## config.mk

```make
export PLATFORM = sky130hd
export DESIGN_NAME = arb_mux_nx1_flat
export DESIGN_NICKNAME = d
export VERILOG_FILES = /design/src/rtl/arb_mux_nx1_if.sv /design/src/rtl/arb_mux_nx1.sv /design/src/flat_wrapper.sv
export SDC_FILE = /design/constraint.sdc
export NUM_CORES = 1
export LEC_CHECK = 0
export ABC_AREA = 1
export ABC_CLOCK_PERIOD_IN_PS = 2650
export CAP_MARGIN = 20
export CORE_MARGIN = 2
export CORE_UTILIZATION = 36
export CTS_CLUSTER_DIAMETER = 100
export DETAILED_ROUTE_END_ITERATION = 6
export HOLD_SLACK_MARGIN = 0.12
export PLACE_DENSITY = 0.85
export SYNTH_ARGS = -nofsm -noshare
export SYNTH_HDL_FRONTEND = slang
export SYNTH_SLANG_ARGS = --single-unit
```

## constraint.sdc

```tcl
create_clock -name clk -period 2.65 [get_ports clk]
set_input_delay 0.795 -clock clk [delete_from_list [all_inputs] [get_ports clk]]
set_output_delay 0.795 -clock clk [all_outputs]
set_load 0.02 [all_outputs]
```

## src/rtl/arb_mux_nx1_if.sv

```systemverilog
`default_nettype none
// ---------------------------------------------------------------------------
// arb_mux_nx1_if : N-channel producer side plus single consumer port of arb_mux_nx1
// Rev 1.0
// ---------------------------------------------------------------------------
interface arb_mux_nx1_if #(
  parameter int WIDTH = 16,
  parameter int N     = 4
);
  localparam int SELW = $clog2(N);

  logic [N-1:0]       in_valid;
  logic [N*WIDTH-1:0] in_data;
  logic [N-1:0]       in_ready;
  logic               force_en;
  logic [SELW-1:0]    force_sel;
  logic               out_valid;
  logic [WIDTH-1:0]   out_data;
  logic [SELW-1:0]    out_sel;
  logic               out_ready;

  modport master (
    output in_valid, in_data, force_en, force_sel, out_ready,
    input  in_ready, out_valid, out_data, out_sel
  );

  modport slave (
    input  in_valid, in_data, force_en, force_sel, out_ready,
    output in_ready, out_valid, out_data, out_sel
  );
endinterface
`default_nettype wire

```

## src/rtl/arb_mux_nx1.sv

```systemverilog
`default_nettype none
// ---------------------------------------------------------------------------
// arb_mux_nx1 : N:1 registered mux with fixed-priority / round-robin / forced grant
// Rev 1.0
// ---------------------------------------------------------------------------
module arb_mux_nx1 #(
  parameter int WIDTH = 16,
  parameter int N     = 4,
  parameter int MODE  = 1
) (
  input  logic         clk,
  input  logic         reset,
  arb_mux_nx1_if.slave bus
);
  localparam int SELW = $clog2(N);
  localparam int NP   = 1 << SELW;

  logic             can_load;
  logic             load;
  logic [N-1:0]     hi_mask;
  logic [N-1:0]     rr_gnt;
  logic [N-1:0]     fp_gnt;
  logic [N-1:0]     force_gnt;
  logic [NP-1:0]    force_oh;
  logic [N-1:0]     gnt;
  logic [N-1:0]     ready;
  logic [SELW-1:0]  gnt_idx;
  logic [WIDTH-1:0] gnt_data;

  logic             out_valid_q, out_valid_d;
  logic [WIDTH-1:0] out_data_q,  out_data_d;
  logic [SELW-1:0]  out_sel_q,   out_sel_d;
  logic [SELW-1:0]  ptr_q,       ptr_d;

  function automatic logic [N-1:0] f_lowest(input logic [N-1:0] v);
    return v & (~v + {{(N-1){1'b0}}, 1'b1});
  endfunction

  assign can_load = !out_valid_q || bus.out_ready;

  // Round-robin: prefer requesters at or above the pointer, else wrap to the lowest.
  always_comb begin
    hi_mask = '0;
    for (int i = 0; i < N; i++) begin
      hi_mask[i] = (i >= int'(ptr_q));
    end
    if ((bus.in_valid & hi_mask) != '0) begin
      rr_gnt = f_lowest(bus.in_valid & hi_mask);
    end else begin
      rr_gnt = f_lowest(bus.in_valid);
    end
  end

  assign fp_gnt = f_lowest(bus.in_valid);

  // Out-of-range force_sel shifts past bit N-1, leaving no grant.
  assign force_oh  = NP'(1) << bus.force_sel;
  assign force_gnt = force_oh[N-1:0] & bus.in_valid;

  always_comb begin
    gnt = '0;
    if (bus.force_en) begin
      gnt = force_gnt;
    end else if (MODE == 0) begin
      gnt = fp_gnt;
    end else begin
      gnt = rr_gnt;
    end
  end

  assign ready        = (can_load && !reset) ? gnt : '0;
  assign load         = |ready;
  assign bus.in_ready = ready;

  always_comb begin
    gnt_idx  = '0;
    gnt_data = '0;
    for (int i = 0; i < N; i++) begin
      if (gnt[i]) begin
        gnt_idx  = SELW'(i);
        gnt_data = bus.in_data[i*WIDTH +: WIDTH];
      end
    end
  end

  always_comb begin
    out_valid_d = out_valid_q && !bus.out_ready;
    out_data_d  = out_data_q;
    out_sel_d   = out_sel_q;
    ptr_d       = ptr_q;
    if (load) begin
      out_valid_d = 1'b1;
      out_data_d  = gnt_data;
      out_sel_d   = gnt_idx;
      if (MODE == 1 && !bus.force_en) begin
        ptr_d = (gnt_idx == SELW'(N - 1)) ? '0 : gnt_idx + SELW'(1);
      end
    end
  end

  always_ff @(posedge clk or posedge reset) begin
    if (reset) begin
      out_valid_q <= 1'b0;
      out_data_q  <= '0;
      out_sel_q   <= '0;
      ptr_q       <= '0;
    end else begin
      out_valid_q <= out_valid_d;
      out_data_q  <= out_data_d;
      out_sel_q   <= out_sel_d;
      ptr_q       <= ptr_d;
    end
  end

  assign bus.out_valid = out_valid_q;
  assign bus.out_data  = out_data_q;
  assign bus.out_sel   = out_sel_q;

  a_ready_onehot: assert property (@(posedge clk) disable iff (reset)
    $onehot0(ready));
  a_ready_has_valid: assert property (@(posedge clk) disable iff (reset)
    (ready & ~bus.in_valid) == '0);
  a_stall_holds: assert property (@(posedge clk) disable iff (reset)
    (out_valid_q && !bus.out_ready) |=> (out_valid_q && $stable(out_data_q) && $stable(out_sel_q)));

endmodule
`default_nettype wire

```

## src/flat_wrapper.sv

```systemverilog
// flat-port wrapper written by rule: the top's interface ports become plain ports
module arb_mux_nx1_flat 
#(
  parameter int WIDTH = 16,
  parameter int N     = 4,
  parameter int MODE  = 1
)
  (clk, reset, bus_in_valid, bus_in_data, bus_force_en, bus_force_sel, bus_out_ready, bus_in_ready, bus_out_valid, bus_out_data, bus_out_sel);
  arb_mux_nx1_if #(.WIDTH(WIDTH), .N(N)) bus_i ();
  input  logic clk;
  input  logic reset;
  input wire logic [$bits(bus_i.in_valid)-1:0] bus_in_valid;
  input wire logic [$bits(bus_i.in_data)-1:0] bus_in_data;
  input wire logic [$bits(bus_i.force_en)-1:0] bus_force_en;
  input wire logic [$bits(bus_i.force_sel)-1:0] bus_force_sel;
  input wire logic [$bits(bus_i.out_ready)-1:0] bus_out_ready;
  output wire logic [$bits(bus_i.in_ready)-1:0] bus_in_ready;
  output wire logic [$bits(bus_i.out_valid)-1:0] bus_out_valid;
  output wire logic [$bits(bus_i.out_data)-1:0] bus_out_data;
  output wire logic [$bits(bus_i.out_sel)-1:0] bus_out_sel;
  assign bus_i.in_valid = bus_in_valid;
  assign bus_i.in_data = bus_in_data;
  assign bus_i.force_en = bus_force_en;
  assign bus_i.force_sel = bus_force_sel;
  assign bus_i.out_ready = bus_out_ready;
  assign bus_in_ready = bus_i.in_ready;
  assign bus_out_valid = bus_i.out_valid;
  assign bus_out_data = bus_i.out_data;
  assign bus_out_sel = bus_i.out_sel;
  arb_mux_nx1 #(.WIDTH(WIDTH), .N(N), .MODE(MODE)) u_core (.clk(clk), .reset(reset), .bus(bus_i));
endmodule
```

## Word level (Yosys, flattened, before mapping)

Cells that the tools add are included.

- $add $sub $neg: 3
- Magnitude comparators: 3
- Equality and inequality tests: 1
- Shift-type cells: 1
- Mux-type cells: 12
- Bitwise operators: 7
- Reduce and logical (&&, ||, !) cells: 9

Operators by type and width:

| kind | count |
|---|---|
| 16-bit two-way mux | 4 |
| 4-bit AND | 4 |
| 4-bit two-way mux | 3 |
| 4-bit by 1-bit adder with 4-bit output, second input constant | 2 |
| 4-bit NOT | 2 |
| 2-bit two-way mux | 3 |
| 1-bit by 2-bit greater-or-equal comparator with 1-bit output, first input constant | 2 |
| 4-bit nonzero test | 1 |
| 4-bit OR reduction | 1 |
| 1-bit by 2-bit left shift with 4-bit output, first input constant | 1 |
| 1-bit zero test | 3 |
| 2-bit by 1-bit adder with 2-bit output, second input constant | 1 |
| 2-bit == test, second input constant | 1 |
| 2-bit greater-or-equal comparator, first input constant | 1 |
| 1-bit logical AND | 2 |
| 1-bit two-way mux | 2 |
| 2-bit AND reduction | 1 |
| 1-bit logical OR | 1 |
| 1-bit NOT | 1 |

- Bits in registers: 21
- Input bits: 74
- Output and inout port bits: 23
- Logic and storage cells: 40

## Longest topological paths before layout

- Word-level depth: 12
- Depth in mapped cells: 14

## Worst setup path after synthesis

Ideal clock, no wire load.

- Path kind: input-to-output
- From: input reset
- To: output bus_in_ready[0]
- Arrival time: 1966 ps
- Data required time: 1855 ps
- Setup slack: -111 ps
- Stages: 3
- Buffers on the path: 0
- Cells stage by stage: inv_1 o21ai_0 nor2_1

- Longest elaborated chain between the ends: 3

RTL lines:

| element | RTL line | source |
|---|---|---|
| start, declared | flat_wrapper.sv:11 | `input logic reset;` |
| 1-bit zero test | arb_mux_nx1.sv:71 | `assign ready = (can_load && !reset) ? gnt : '0;` |
| 1-bit logical AND | arb_mux_nx1.sv:71 |  |
| 4-bit two-way mux | arb_mux_nx1.sv:71 |  |
| end, declared | flat_wrapper.sv:17 | `output wire logic [$bits(bus_i.in_ready)-1:0] bus_in_ready;` |

Every way passes these cells.

## Final worst setup path

- From: input bus_in_valid[3]
- To: output bus_in_ready[0]

- Longest elaborated chain between the ends: 5

RTL lines:

| element | RTL line | source |
|---|---|---|
| start, declared | flat_wrapper.sv:12 | `input wire logic [$bits(bus_i.in_valid)-1:0] bus_in_valid;` |
| 4-bit AND | arb_mux_nx1.sv:47 | `if ((bus.in_valid & hi_mask) != '0) begin` |
| 4-bit nonzero test | arb_mux_nx1.sv:47 |  |
| 4-bit two-way mux | arb_mux_nx1.sv:47 |  |
| 4-bit two-way mux | arb_mux_nx1.sv:62 | `if (bus.force_en) begin` |
| 4-bit two-way mux | arb_mux_nx1.sv:71 |  |

Every way passes these cells.

==> results.py <==
metrics = {
    "worst_setup_path": {
        "reg2reg_slack_ns": 0.68,
        "critPathCapture": "bus_in_ready[0]",
        "critPathTopFamily": "buffers and inverters",
        "cp_cell_sequence": "clkdlybuf4s15_1, a21oi_2, nand2_1, o21ai_1, nand2_1, nand2_4, inv_1, nor2_2, buf_6",
        "rr_endpoint": "u_core.bus.out_data[0]$_DFFE_PP0P_",
        "arrival_ns": 1.78,
        "cpMostUsedCell": "nand2_1",
        "cp-start-kind": "input pin",
        "worstSetupPathType": "in2out",
        "critical-path-slowest-cell": "clkdlybuf4s15_1",
        "crit_path_max_fanout": 3,
        "r2r_cells": 12,
        "crit_cells": 9,
        "timing.rr.start": "u_core.ptr_q[0]$_DFFE_PP0P_",
        "cp-end-kind": "output pin",
        "max_stage_delay_ns": 0.20,
        "crit_required_ns": 1.86,
        "path_buf_inv": 3,
        "crit_path_start": "bus_in_valid[3]",
    },
    "finish": {
        "final_cell_mix": "nand2_1, clkdlybuf4s50_1, dfrtp_1",
        "final_common_cell": "nand2_1",
        "final_layout_size_suffix_gt1_frac": 0.161,
        "antenna_cells": 0,
        "layout.nets": 411,
        "multi_input_area_um2": 868,
        "final_cells": 386,
        "fill_cells": 375,
        "regArea_um2": 526,
        "syn_to_final_growth_pct": 76.7,
        "final_util": 0.661,
    },
    "placement": {
        "gp_congestion": 0.844,
        "place_worst_setup_slack_ns": -0.728,
        "place_inst": 381,
        "io_buffers": 96,
        "dp_hpwl_mm": 3.68,
    },
    "yosys": {
        "ys_warn_count": 0,
        "netlist_area_um2": 1490,
        "post_synth.cell_area_avg_um2": 6.49,
        "ys_ff_latch": 21,
        "syn-num-nets": 303,
        "synthCells": 229,
        "synth.distinct_cells": 20,
        "synth_seq_area_share": 0.354,
    },
    "pwr": {
        "comb_power_share": 0.601,
        "powerDensity_nw_per_um2": 734,
        "ir_worst_vdd_mv": 0.375,
        "p_clk_frac": 0.108,
        "switching_share": 0.418,
        "p_int_w": 0.00112,
        "seq_power_share": 0.291,
        "leakage_nw": 1.22,
        "p_sw_w": 0.000805,
    },
    "clock_network": {
        "cts_root_buf": "clkbuf_8",
        "clkTransAtPathRegs_ns": 0.07,
        "cts_made_buffers": 3,
        "clock_latency_ns": 0.26,
        "clockBufferDepth": 2,
        "cts_sinks": 21,
        "cts_tree": "built",
        "cts_hold_buf": 0,
        "cts_max_level": 1,
    },
    "global_routing": {
        "antenna_found_initial": 0,
        "grt.overflow.total": 0,
        "track_usage": 0.225,
        "grt_start_max_net_pins": 22,
        "grt_pass1_vias": 1769,
        "grt_pass1_wl_mm": 7.87,
    },
    "timing": {
        "slew_headroom": 0.774,
        "hold_viol": 0,
        "whs_ns": 0.481,
        "slew_violations": 0,
        "post-route-min-period_ns": 2.57,
        "setup_viol": 0,
        "max_freq_ghz": 0.389,
        "worst_slew_pin_slew_ns": 0.338,
        "fin_worst_skew_ns": 0.00104,
        "finalSetupTns_ns": 0,
        "finalCritPeriodShare": 0.971,
        "fin_ws_ns": 0.0777,
    },
    "route": {
        "ant_nets": 0,
        "via_count": 1851,
        "detail_route.iter0.violations": 67,
        "drt-total-wl_mm": 4.88,
        "vias_per_cell": 4.80,
        "drc": 0,
        "wl_per_cell_um": 12.6,
        "drtPass1Iterations": 4,
    },
    "floorplanning": {
        "num_rows": 23,
        "die_w_um": 68.2,
        "coreArea_um2": 3970,
        "fp.dieH_um": 68.2,
        "ios": 97,
        "start_util": 0.374,
        "die_area_um2": 4660,
    },
    "hold_path": {
        "hold_depth": 2,
        "min_path_type": "reg2reg",
    },
    "job": {
        "max-cap-violations": 0,
    },
    "outcome": {
        "outcome": "completed",
    },
}
## worst register-to-register path, delay by kind of cell (launching register included)
| kind | cells | cell delay [ns] |
|---|---|---|
| buffers and inverters | 2 | 0.29 |
| flip-flops | 1 | 0.42 |
| AO/OA/AOI/OAI | 1 | 0.22 |
| AND/OR/NAND/NOR | 9 | 0.93 |
## cell usage after synthesis
cell type / number / area [um2]
buf_2: 1 / 5.00
nor3b_1: 2 / 15.0
nor2_1: 10 / 37.5
nand2_1: 132 / 495
and2_4: 1 / 8.76
nand2_4: 2 / 22.5
a21oi_2: 1 / 8.76
o21ai_2: 2 / 17.5
nor2_4: 1 / 11.3
buf_6: 6 / 67.6
dfrtp_1: 21 / 526
o21ai_0: 3 / 15.0
nand2_2: 6 / 37.5
inv_2: 1 / 3.75
nor2_2: 1 / 6.26
buf_4: 2 / 15.0
nand4_1: 17 / 106
inv_1: 11 / 41.3
o21ai_1: 1 / 5.00
nand3_1: 8 / 40.0
## cell families after synthesis
logic type             Yosys count  share of synthesized area
and+or+nand+nor                180                      0.526
DFF                             21                      0.354
buffers and inverters           21                     0.0893
AOI/OAI and AO/OA                7                     0.0312
## sequential cells by signal, indices dropped and copies added, names as in the netlist
signal                cells
u_core.bus.out_data      16
u_core.bus.out_valid      1
u_core.ptr_q              2
u_core.bus.out_sel        2
## repair_timing
item                       4_1_cts  5_1_grt
gates resized for setup         40       11
pin swaps                        4        7
setup endpoints to repair        4        3
setup buffers                    1        0
## how the worst min path moves through the flow
stage / startpoint / end / slack [ns]
after global placement: u_core.bus.out_sel[1]$_DFFE_PP0P_ / u_core.bus.out_sel[1]$_DFFE_PP0P_ / 0.46
final: u_core.bus.out_data[15]$_DFFE_PP0P_ / u_core.bus.out_data[15]$_DFFE_PP0P_ / 0.48
after CTS: u_core.bus.out_sel[1]$_DFFE_PP0P_ / u_core.bus.out_sel[1]$_DFFE_PP0P_ / 0.48
after detailed placement: u_core.bus.out_sel[1]$_DFFE_PP0P_ / u_core.bus.out_sel[1]$_DFFE_PP0P_ / 0.46
after global routing: u_core.bus.out_data[14]$_DFFE_PP0P_ / u_core.bus.out_data[14]$_DFFE_PP0P_ / 0.51
after floorplan: u_core.ptr_q[1]$_DFFE_PP0P_ / u_core.ptr_q[1]$_DFFE_PP0P_ / 0.48
## through the flow
step / power, W / cell area [um2]
2_1_floorplan: 0.00117 / 1490
3_3_place_gp: 0.00168 / 2550
3_5_place_dp: 0.00171 / 2550
4_1_cts: 0.00192 / 2620
5_1_grt: 0.00208 / 2620
6_report: 0.00193 / 2620
## per-layer routing
metal,track usage,vias up,routed length [um]
li1,-,934,-
met1,0.279,845,2030
met2,0.393,66,2430
met3,0.0428,6,360
met4,0.0700,0,59
met5,0,-,0
## power by group through the flow
stage	clock network, W	logic [W]	registers (W)
final	0.000207	0.00116	0.000561
after detailed placement	0	0.00115	0.000562
after floorplan	0	0.000445	0.000729
after CTS	0.000209	0.00116	0.000558
after global routing	0.000227	0.00127	0.000581
after global placement	0	0.00113	0.000557
## area by class of cell
cell class | instances | share of cell area
flip-flops and latches | 21 | 0.200
repair buffers | 112 | 0.409
clock buffers | 3 | 0.0157
well taps | 50 | 0.0238
clock inverters | 1 | 0.00191
multi-input cells | 187 | 0.331
inverters | 12 | 0.0186
Power figures use the tool's default switching activity.
